[src/rtl/node_port_adapter.sv]
// node_port_adapter: node-side endpoint of the router core's node interface.
// Outbound packets are queued and offered to the core with an ack timeout,
// back-off and bounded retry. Inbound beats are queued first-word-fall-through.
//
// Handshake semantics (all interfaces): a transfer happens on a rising edge
// where valid and ready are both high. Valid never depends combinationally on
// ready. Host_Tx_Ready, Host_Rx_Valid and Packet_From_Node_Valid come straight
// from registers. The core side has no backpressure inbound, and outbound the
// core "ready" is Core_Load_Ack, which counts only while Packet_From_Node_Valid
// is high.
module node_port_adapter #(
  parameter int TX_DEPTH       = 4,
  parameter int RX_DEPTH       = 4,
  parameter int ACK_TIMEOUT    = 64,
  parameter int MAX_RETRY      = 3,
  parameter int BACKOFF_CYCLES = 8
) (
  input  logic        Clk_R,
  input  logic        Rst,
  input  logic [3:0]  Host_Tx_Addr,
  input  logic        Host_Tx_Flag,
  input  logic [23:0] Host_Tx_Data,
  input  logic        Host_Tx_Valid,
  output logic        Host_Tx_Ready,
  output logic [28:0] Packet_From_Node,
  output logic        Packet_From_Node_Valid,
  input  logic        Core_Load_Ack,
  input  logic [23:0] Packet_To_Node,
  input  logic        Packet_To_Node_Valid,
  output logic [23:0] Host_Rx_Data,
  output logic        Host_Rx_Valid,
  input  logic        Host_Rx_Ready,
  output logic        Tx_Drop,
  output logic [7:0]  Tx_Fail_Count,
  output logic        Rx_Overflow,
  output logic [1:0]  dbg_state
);

  localparam int TAW  = $clog2(TX_DEPTH);
  localparam int RAW  = $clog2(RX_DEPTH);
  localparam int TMAX = (ACK_TIMEOUT > BACKOFF_CYCLES) ? ACK_TIMEOUT : BACKOFF_CYCLES;
  // Timer only needs to reach TMAX-1; TMAX >= 2 keeps TW >= 1.
  localparam int TW   = $clog2(TMAX);
  localparam int RW   = (MAX_RETRY > 0) ? $clog2(MAX_RETRY + 1) : 1;

  localparam logic [TW-1:0]  ACK_LAST  = TW'(ACK_TIMEOUT - 1);
  localparam logic [TW-1:0]  BO_LAST   = TW'(BACKOFF_CYCLES - 1);
  localparam logic [TW-1:0]  TIMER_INC = {{(TW-1){1'b0}}, 1'b1};
  localparam logic [RW-1:0]  RETRY_MAX = RW'(MAX_RETRY);
  localparam logic [RW-1:0]  RETRY_INC = {{(RW-1){1'b0}}, 1'b1};
  localparam logic [TAW:0]   TX_INC    = {{TAW{1'b0}}, 1'b1};
  localparam logic [RAW:0]   RX_INC    = {{RAW{1'b0}}, 1'b1};

  typedef enum logic [1:0] {IDLE = 2'd0, OFFER = 2'd1, BACKOFF = 2'd2, GAP = 2'd3} state_t;

  // ---------------- outbound FIFO ----------------
  logic [28:0]  tx_mem [TX_DEPTH];
  logic [TAW:0] tx_wr_ptr, tx_rd_ptr;
  logic         tx_empty, tx_full, tx_push, tx_pop;
  // Registered copy of "not empty"; it is what adds the second cycle of
  // outbound latency and keeps the FSM off the FIFO's combinational compare.
  logic         tx_pending;

  assign tx_empty         = (tx_wr_ptr == tx_rd_ptr);
  assign tx_full          = (tx_wr_ptr[TAW] != tx_rd_ptr[TAW]) &&
                            (tx_wr_ptr[TAW-1:0] == tx_rd_ptr[TAW-1:0]);
  assign Host_Tx_Ready    = !tx_full;
  assign tx_push          = Host_Tx_Valid && Host_Tx_Ready;
  assign Packet_From_Node = tx_mem[tx_rd_ptr[TAW-1:0]];

  // Outbound storage; cleared on reset so the head reads 0 afterwards.
  always_ff @(posedge Clk_R) begin
    if (Rst) begin
      for (int i = 0; i < TX_DEPTH; i++) tx_mem[i] <= '0;
    end else if (tx_push) begin
      tx_mem[tx_wr_ptr[TAW-1:0]] <= {Host_Tx_Addr, Host_Tx_Flag, Host_Tx_Data};
    end
  end

  // Outbound pointers and the delayed non-empty flag.
  always_ff @(posedge Clk_R) begin
    if (Rst) begin
      tx_wr_ptr  <= '0;
      tx_rd_ptr  <= '0;
      tx_pending <= 1'b0;
    end else begin
      if (tx_push) tx_wr_ptr <= tx_wr_ptr + TX_INC;
      if (tx_pop)  tx_rd_ptr <= tx_rd_ptr + TX_INC;
      tx_pending <= !tx_empty;
    end
  end

  // ---------------- outbound FSM ----------------
  state_t        state, state_nxt;
  logic [TW-1:0] timer, timer_nxt;
  logic [RW-1:0] retry, retry_nxt;
  logic          drop;

  // State, timer and retry registers.
  always_ff @(posedge Clk_R) begin
    if (Rst) begin
      state <= IDLE;
      timer <= '0;
      retry <= '0;
    end else begin
      state <= state_nxt;
      timer <= timer_nxt;
      retry <= retry_nxt;
    end
  end

  // Next-state: ack beats timeout; the head is popped only on ack or final drop.
  always_comb begin
    state_nxt = state;
    timer_nxt = timer;
    retry_nxt = retry;
    tx_pop    = 1'b0;
    drop      = 1'b0;
    case (state)
      IDLE: begin
        if (tx_pending) begin
          state_nxt = OFFER;
          timer_nxt = '0;
          retry_nxt = '0;
        end
      end
      OFFER: begin
        if (Core_Load_Ack) begin
          tx_pop    = 1'b1;
          state_nxt = GAP;
        end else if (timer == ACK_LAST) begin
          timer_nxt = '0;
          if (retry < RETRY_MAX) begin
            retry_nxt = retry + RETRY_INC;
            state_nxt = BACKOFF;
          end else begin
            tx_pop    = 1'b1;
            drop      = 1'b1;
            state_nxt = GAP;
          end
        end else begin
          timer_nxt = timer + TIMER_INC;
        end
      end
      BACKOFF: begin
        if (timer == BO_LAST) begin
          timer_nxt = '0;
          state_nxt = OFFER;
        end else begin
          timer_nxt = timer + TIMER_INC;
        end
      end
      GAP:     state_nxt = IDLE;
      default: state_nxt = IDLE;
    endcase
  end

  assign Packet_From_Node_Valid = (state == OFFER);
  assign dbg_state              = state;

  // Drop pulse and saturating drop counter.
  always_ff @(posedge Clk_R) begin
    if (Rst) begin
      Tx_Drop       <= 1'b0;
      Tx_Fail_Count <= '0;
    end else begin
      Tx_Drop <= drop;
      if (drop && (Tx_Fail_Count != 8'hFF)) Tx_Fail_Count <= Tx_Fail_Count + 8'd1;
    end
  end

  // ---------------- inbound FIFO (first-word-fall-through) ----------------
  logic [23:0]  rx_mem [RX_DEPTH];
  logic [RAW:0] rx_wr_ptr, rx_rd_ptr;
  logic         rx_empty, rx_full, rx_push, rx_pop;

  assign rx_empty      = (rx_wr_ptr == rx_rd_ptr);
  assign rx_full       = (rx_wr_ptr[RAW] != rx_rd_ptr[RAW]) &&
                         (rx_wr_ptr[RAW-1:0] == rx_rd_ptr[RAW-1:0]);
  assign Host_Rx_Valid = !rx_empty;
  assign Host_Rx_Data  = rx_mem[rx_rd_ptr[RAW-1:0]];
  assign rx_pop        = Host_Rx_Valid && Host_Rx_Ready;
  // A full FIFO still takes a beat when the host frees a slot on the same edge.
  assign rx_push       = Packet_To_Node_Valid && (!rx_full || rx_pop);

  // Inbound storage; cleared on reset so the head reads 0 afterwards.
  always_ff @(posedge Clk_R) begin
    if (Rst) begin
      for (int i = 0; i < RX_DEPTH; i++) rx_mem[i] <= '0;
    end else if (rx_push) begin
      rx_mem[rx_wr_ptr[RAW-1:0]] <= Packet_To_Node;
    end
  end

  // Inbound pointers and sticky overflow flag.
  always_ff @(posedge Clk_R) begin
    if (Rst) begin
      rx_wr_ptr   <= '0;
      rx_rd_ptr   <= '0;
      Rx_Overflow <= 1'b0;
    end else begin
      if (rx_push) rx_wr_ptr <= rx_wr_ptr + RX_INC;
      if (rx_pop)  rx_rd_ptr <= rx_rd_ptr + RX_INC;
      if (Packet_To_Node_Valid && !rx_push) Rx_Overflow <= 1'b1;
    end
  end

endmodule
[config.mk]
export PLATFORM = sky130hd
export DESIGN_NAME = node_port_adapter
export DESIGN_NICKNAME = d
export VERILOG_FILES = /design/src/rtl/node_port_adapter.sv
export SDC_FILE = /design/constraint.sdc
export NUM_CORES = 1
export LEC_CHECK = 0
export BUFFER_PORTS_ARGS = -buffer_cell sky130_fd_sc_hd__buf_2
export CAP_MARGIN = 10
export CORE_ASPECT_RATIO = 0.75
export CORE_MARGIN = 1.5
export CORE_UTILIZATION = 30
export DETAILED_ROUTE_END_ITERATION = 10
export SYNTH_ARGS = -nofsm -noshare
export SYNTH_HDL_FRONTEND = slang
export SYNTH_SLANG_ARGS = --single-unit
[constraint.sdc]
create_clock -name Clk_R -period 4.1 [get_ports Clk_R]
set_input_delay 0.205 -clock Clk_R [delete_from_list [all_inputs] [get_ports Clk_R]]
set_output_delay 0.205 -clock Clk_R [all_outputs]
set_load 0.01 [all_outputs]
==> summary by stage <==
Synth
The fraction of registers with async set/reset is 0%. The top-area cell type share of the netlist area is 57.3%. A synthesized cell averages 15.0 µm².

After technology mapping, the gate count stands at 742. The number of synthesized flops with an enable pin is 212. For this run, the number of Yosys warnings is 0.

The most used flip-flop cell after synthesis is edfxtp_1. Counting every net in the synthesized netlist gives 813. The number of distinct library cell variants in the gate-level netlist after synthesis is 55.

The sequential area share after synthesis is 63.9%. The summed instance area of the synthesized netlist is 11100 µm². By area the synthesized netlist is led by edfxtp_1 (57%), and2_1 (12%), mux4_2 (11%). The synthesized design spends more area on one cell type than any other, namely edfxtp_1. The synthesized design contains 249 register bits.

Clock tree
The clock drives 249 sinks. The CTS tree is built. In this run the number of H-tree levels came out at 1. In this run, post-CTS repair resized a total of 0 instances. Post-CTS timing repair inserted 0 buffers for setup. The clock reaches the later pin of the worst-skew pair after 0.55 ns. The clock slew seen by the registers of the worst setup and hold paths is 0.06 ns. Clock tree synthesis selected as its root buffer the cell clkbuf_16. In this run the deepest clock path goes through 3 buffers. In this run, CTS created clock tree buffers numbering 27.

Power and ir drop
The relative contribution of sequential cells to total power is 46.8%. The total power per unit cell area is 477 nW/µm². The proportion of total power due to net switching is 25.6%.

The internal power of the cells totals 4.89 mW. The power share of the clock group is 37.3%. Combinational logic is responsible for 15.9% of the overall power. The peak ir drop on the vdd network is 333 µV. The analysis attributes to cell leakage a power of 5.19 nW. The switching power is 1.69 mW.

Timing
For the finished layout, the period the worst path requires is 2.98 ns. For the pin with the worst max-slew slack, the measured transition is 1.15 ns. The final number of hold-violating endpoints is 0.

For the final routed database, the setup TNS stands at 0 ns. Setup violations remaining at the end of the flow were counted as 0. On the final layout, the worst hold slack is 0.0795 ns. Dividing the final minimum period by the clock period gives 72.6%. Derived from the worst setup path, the maximum achievable clock frequency is 336 MHz. The final max-slew violation count is 0. Setup repair after global routing left no endpoint under its margin.

The final clock skew is 0.0192 ns. The worst path setup slack after routing is 1.12 ns. The worst relative slew slack is 23.0%.

Global route
The via count of the first global-routing pass is 6729. The initial antenna violation count is 3. The first global-routing pass estimated 38500 µm of wire. The total congestion overflow after global routing is 0. The maximum number of pins on one net before global-route repair is 41. The total global routing track utilization is 13.0%.

Floorplan
After floorplanning, the core was divided into 60 placement rows. The area of the die is 38200 µm². The die is 170 µm tall.

127 I/O pins were placed. The floorplan step set the die width to 225 µm. The placeable core area is 36200 µm². The starting density of the core is 30.7%.

Cells and area
For this run, the post-layout net count is 997. The relative area change from synthesis to final layout is 23.9%. The multi-input combinational cells in the finished layout cover a total of 3810 µm².

The post-route netlist has 26.5% of its cells at a drive strength greater than 1. The utilization of the core after routing is 38.1%. Summing all flip-flop and latch instances after layout gives 7110 µm². After filler insertion, the fill cell instance count of the layout stands at 3463.

Placement
OpenSTA, run right after detailed placement, puts the worst setup slack at 1.01 ns. The half-perimeter wire length of the detailed placement result is 15600 µm. Routability-driven placement finished with a final weighted congestion of 0.776. The number of port buffers is 126.

Worst setup path
Along the worst path, the maximum fanout reaches 27. The depth of the worst register-to-register path is 5. The worst setup path is launched from a register. At the worst endpoint, the arrival time is 3.18 ns.

The highest-delay cell along the critical path is and3b_1. On the worst path, the slowest cell contributes a delay of 0.76 ns. The critical path goes through xor2_2, o41a_2, and3b_1, or2_1, buf_4. The required time of the critical path is 4.31 ns. The sort of element at the end of the critical path is a register. The path type of the worst setup path is register to register.

Run status
The run finished with clean final reports.

Hold path
The cell count of the worst hold path is 4. The worst hold path class is primary input to register.

Routing
The via-per-instance ratio is 4.51. The final route contains 6514 vias. The DRC violation count after routing is 0. In the final routed layout, each cell accounts on average for 17.1 µm. The first-pass detailed-route iteration total is 4.

The total wire length after detailed routing is 24700 µm. The count of antenna-violating nets left after detailed routing is 0. For this block, the initial DRC count from the detailed router was 386.

Job
The number of max-cap violations is 0.
[kinds of logic (layout without fill, tap and decap cells)]
| group | count (synthesis) | in the layout | share of synthesized area, % |
|---|---|---|---|
| AND/OR/NAND/NOR | 297 | 297 | 16.5 |
| flip-flops | 249 | 249 | 63.9 |
| AO/OA/AOI/OAI | 62 | 62 | 3.80 |
| multiplexers | 60 | 60 | 11.4 |
| buffers and inverters | 50 | 252 | 1.95 |
| adder cells (fa/ha/maj) | 12 | 12 | 1.35 |
| XOR/XNOR | 12 | 12 | 1.08 |
| other | 0 | 3 | 0 |
[area by class of cell]
class	count	share of cell area [%]
flip-flops and latches	249	51.6
multi-input cells	443	27.7
repair buffers	199	9.54
clock buffers	30	4.99
well taps	496	4.51
clock inverters	17	1.44
inverters	6	0.164
diodes	3	0.0545
[metrics by stage]
stage / power, mW / instance area [µm²] / cells
after floorplan: 3.76 / 11100 / 742
after global placement: 4.14 / 12300 / 1339
after detailed placement: 4.16 / 12300 / 1339
after CTS: 6.68 / 13800 / 1440
after global routing: 6.87 / 13800 / 1443
final: 6.57 / 13800 / 1443
[registers in the layout (all words and copies together) (netlist names), named ones only]
signal         count
tx_wr_ptr          3
Tx_Fail_Count      8
tx_rd_ptr          3
rx_mem            96
tx_pending         1
Tx_Drop            1
retry              2
Rx_Overflow        1
rx_rd_ptr          3
rx_wr_ptr          3
tx_mem           116
dbg_state          2
timer              6
[cell usage after synthesis, types with 4 or more instances]
| cell type | number |
|---|---|
| and2_1 | 212 |
| edfxtp_1 | 212 |
| mux4_2 | 53 |
| dfxtp_1 | 37 |
| clkbuf_1 | 30 |
| a21oi_1 | 19 |
| nor2_1 | 19 |
| nand2_1 | 13 |
| ha_1 | 12 |
| buf_2 | 11 |
| o21ai_0 | 10 |
| nor2b_1 | 9 |
| xor2_1 | 8 |
| o31ai_1 | 7 |
| inv_1 | 6 |
| nand3_1 | 6 |
| or2_1 | 6 |
| or3_1 | 6 |
| a31oi_1 | 4 |
| mux2i_1 | 4 |
| or4_1 | 4 |
[cell usage in the layout, fill, tap and decap left out, drive strengths merged, types with 6 or more instances in the layout]
cell type and count:
or2 7, nor2 19, ha 12, buf 145, dlygate4sd3 54, a21oi 19
nor2b 9, clkinv 12, and2 212, or3 6, o31ai 7, xor2 10
inv 7, edfxtp 212, clkbuf 30, mux4 53, nand2 13, dfxtp 37
nand3 6, o21ai 10
[final timing paths]
check | from | to | slack, ns
setup / recovery | rx_wr_ptr[1]$_SDFFE_PP0P_ | rx_mem[1][4]$_SDFFCE_PN0P_ | 1.12
hold / removal | Host_Rx_Ready | Rx_Overflow$_SDFFE_PP0P_ | 0.08
setup reg to reg | rx_wr_ptr[1]$_SDFFE_PP0P_ | rx_mem[1][4]$_SDFFCE_PN0P_ | 1.12
hold reg to reg | Rx_Overflow$_SDFFE_PP0P_ | Rx_Overflow$_SDFFE_PP0P_ | 0.48
[power groups by stage]
stage / Combinational (mW) / Clock, mW / Sequential [mW]
after floorplan: 0.725 / 0 / 3.04
final: 1.04 / 2.45 / 3.08
after global routing: 1.14 / 2.62 / 3.11
after detailed placement: 1.02 / 0 / 3.14
after global placement: 1.01 / 0 / 3.14
after CTS: 1.06 / 2.52 / 3.09
[timing repair]
action / in CTS / in global routing
hold buffers: 54 / 0
endpoints found under the setup margin: 0 / 0
endpoints found under the hold margin: 213 / 0
[metal layers]
metal | vias to the layer above | track usage, % | share of wire [%]
li1 | 3129 | - | -
met5 | - | 0 | 0
met1 | 3241 | 18.3 | 48
met3 | 36 | 2.77 | 4.2
met2 | 108 | 20.5 | 46
met4 | 0 | 3.30 | 1.9
[critical path: cells and delay by family (launching register included)]
kind	cells	cell delay [ns]
AO/OA/AOI/OAI	1	0.55
XOR/XNOR	1	0.29
buffers and inverters	1	0.33
flip-flops	1	0.51
AND/OR/NAND/NOR	2	0.95
(Power assumes the default switching activity.)
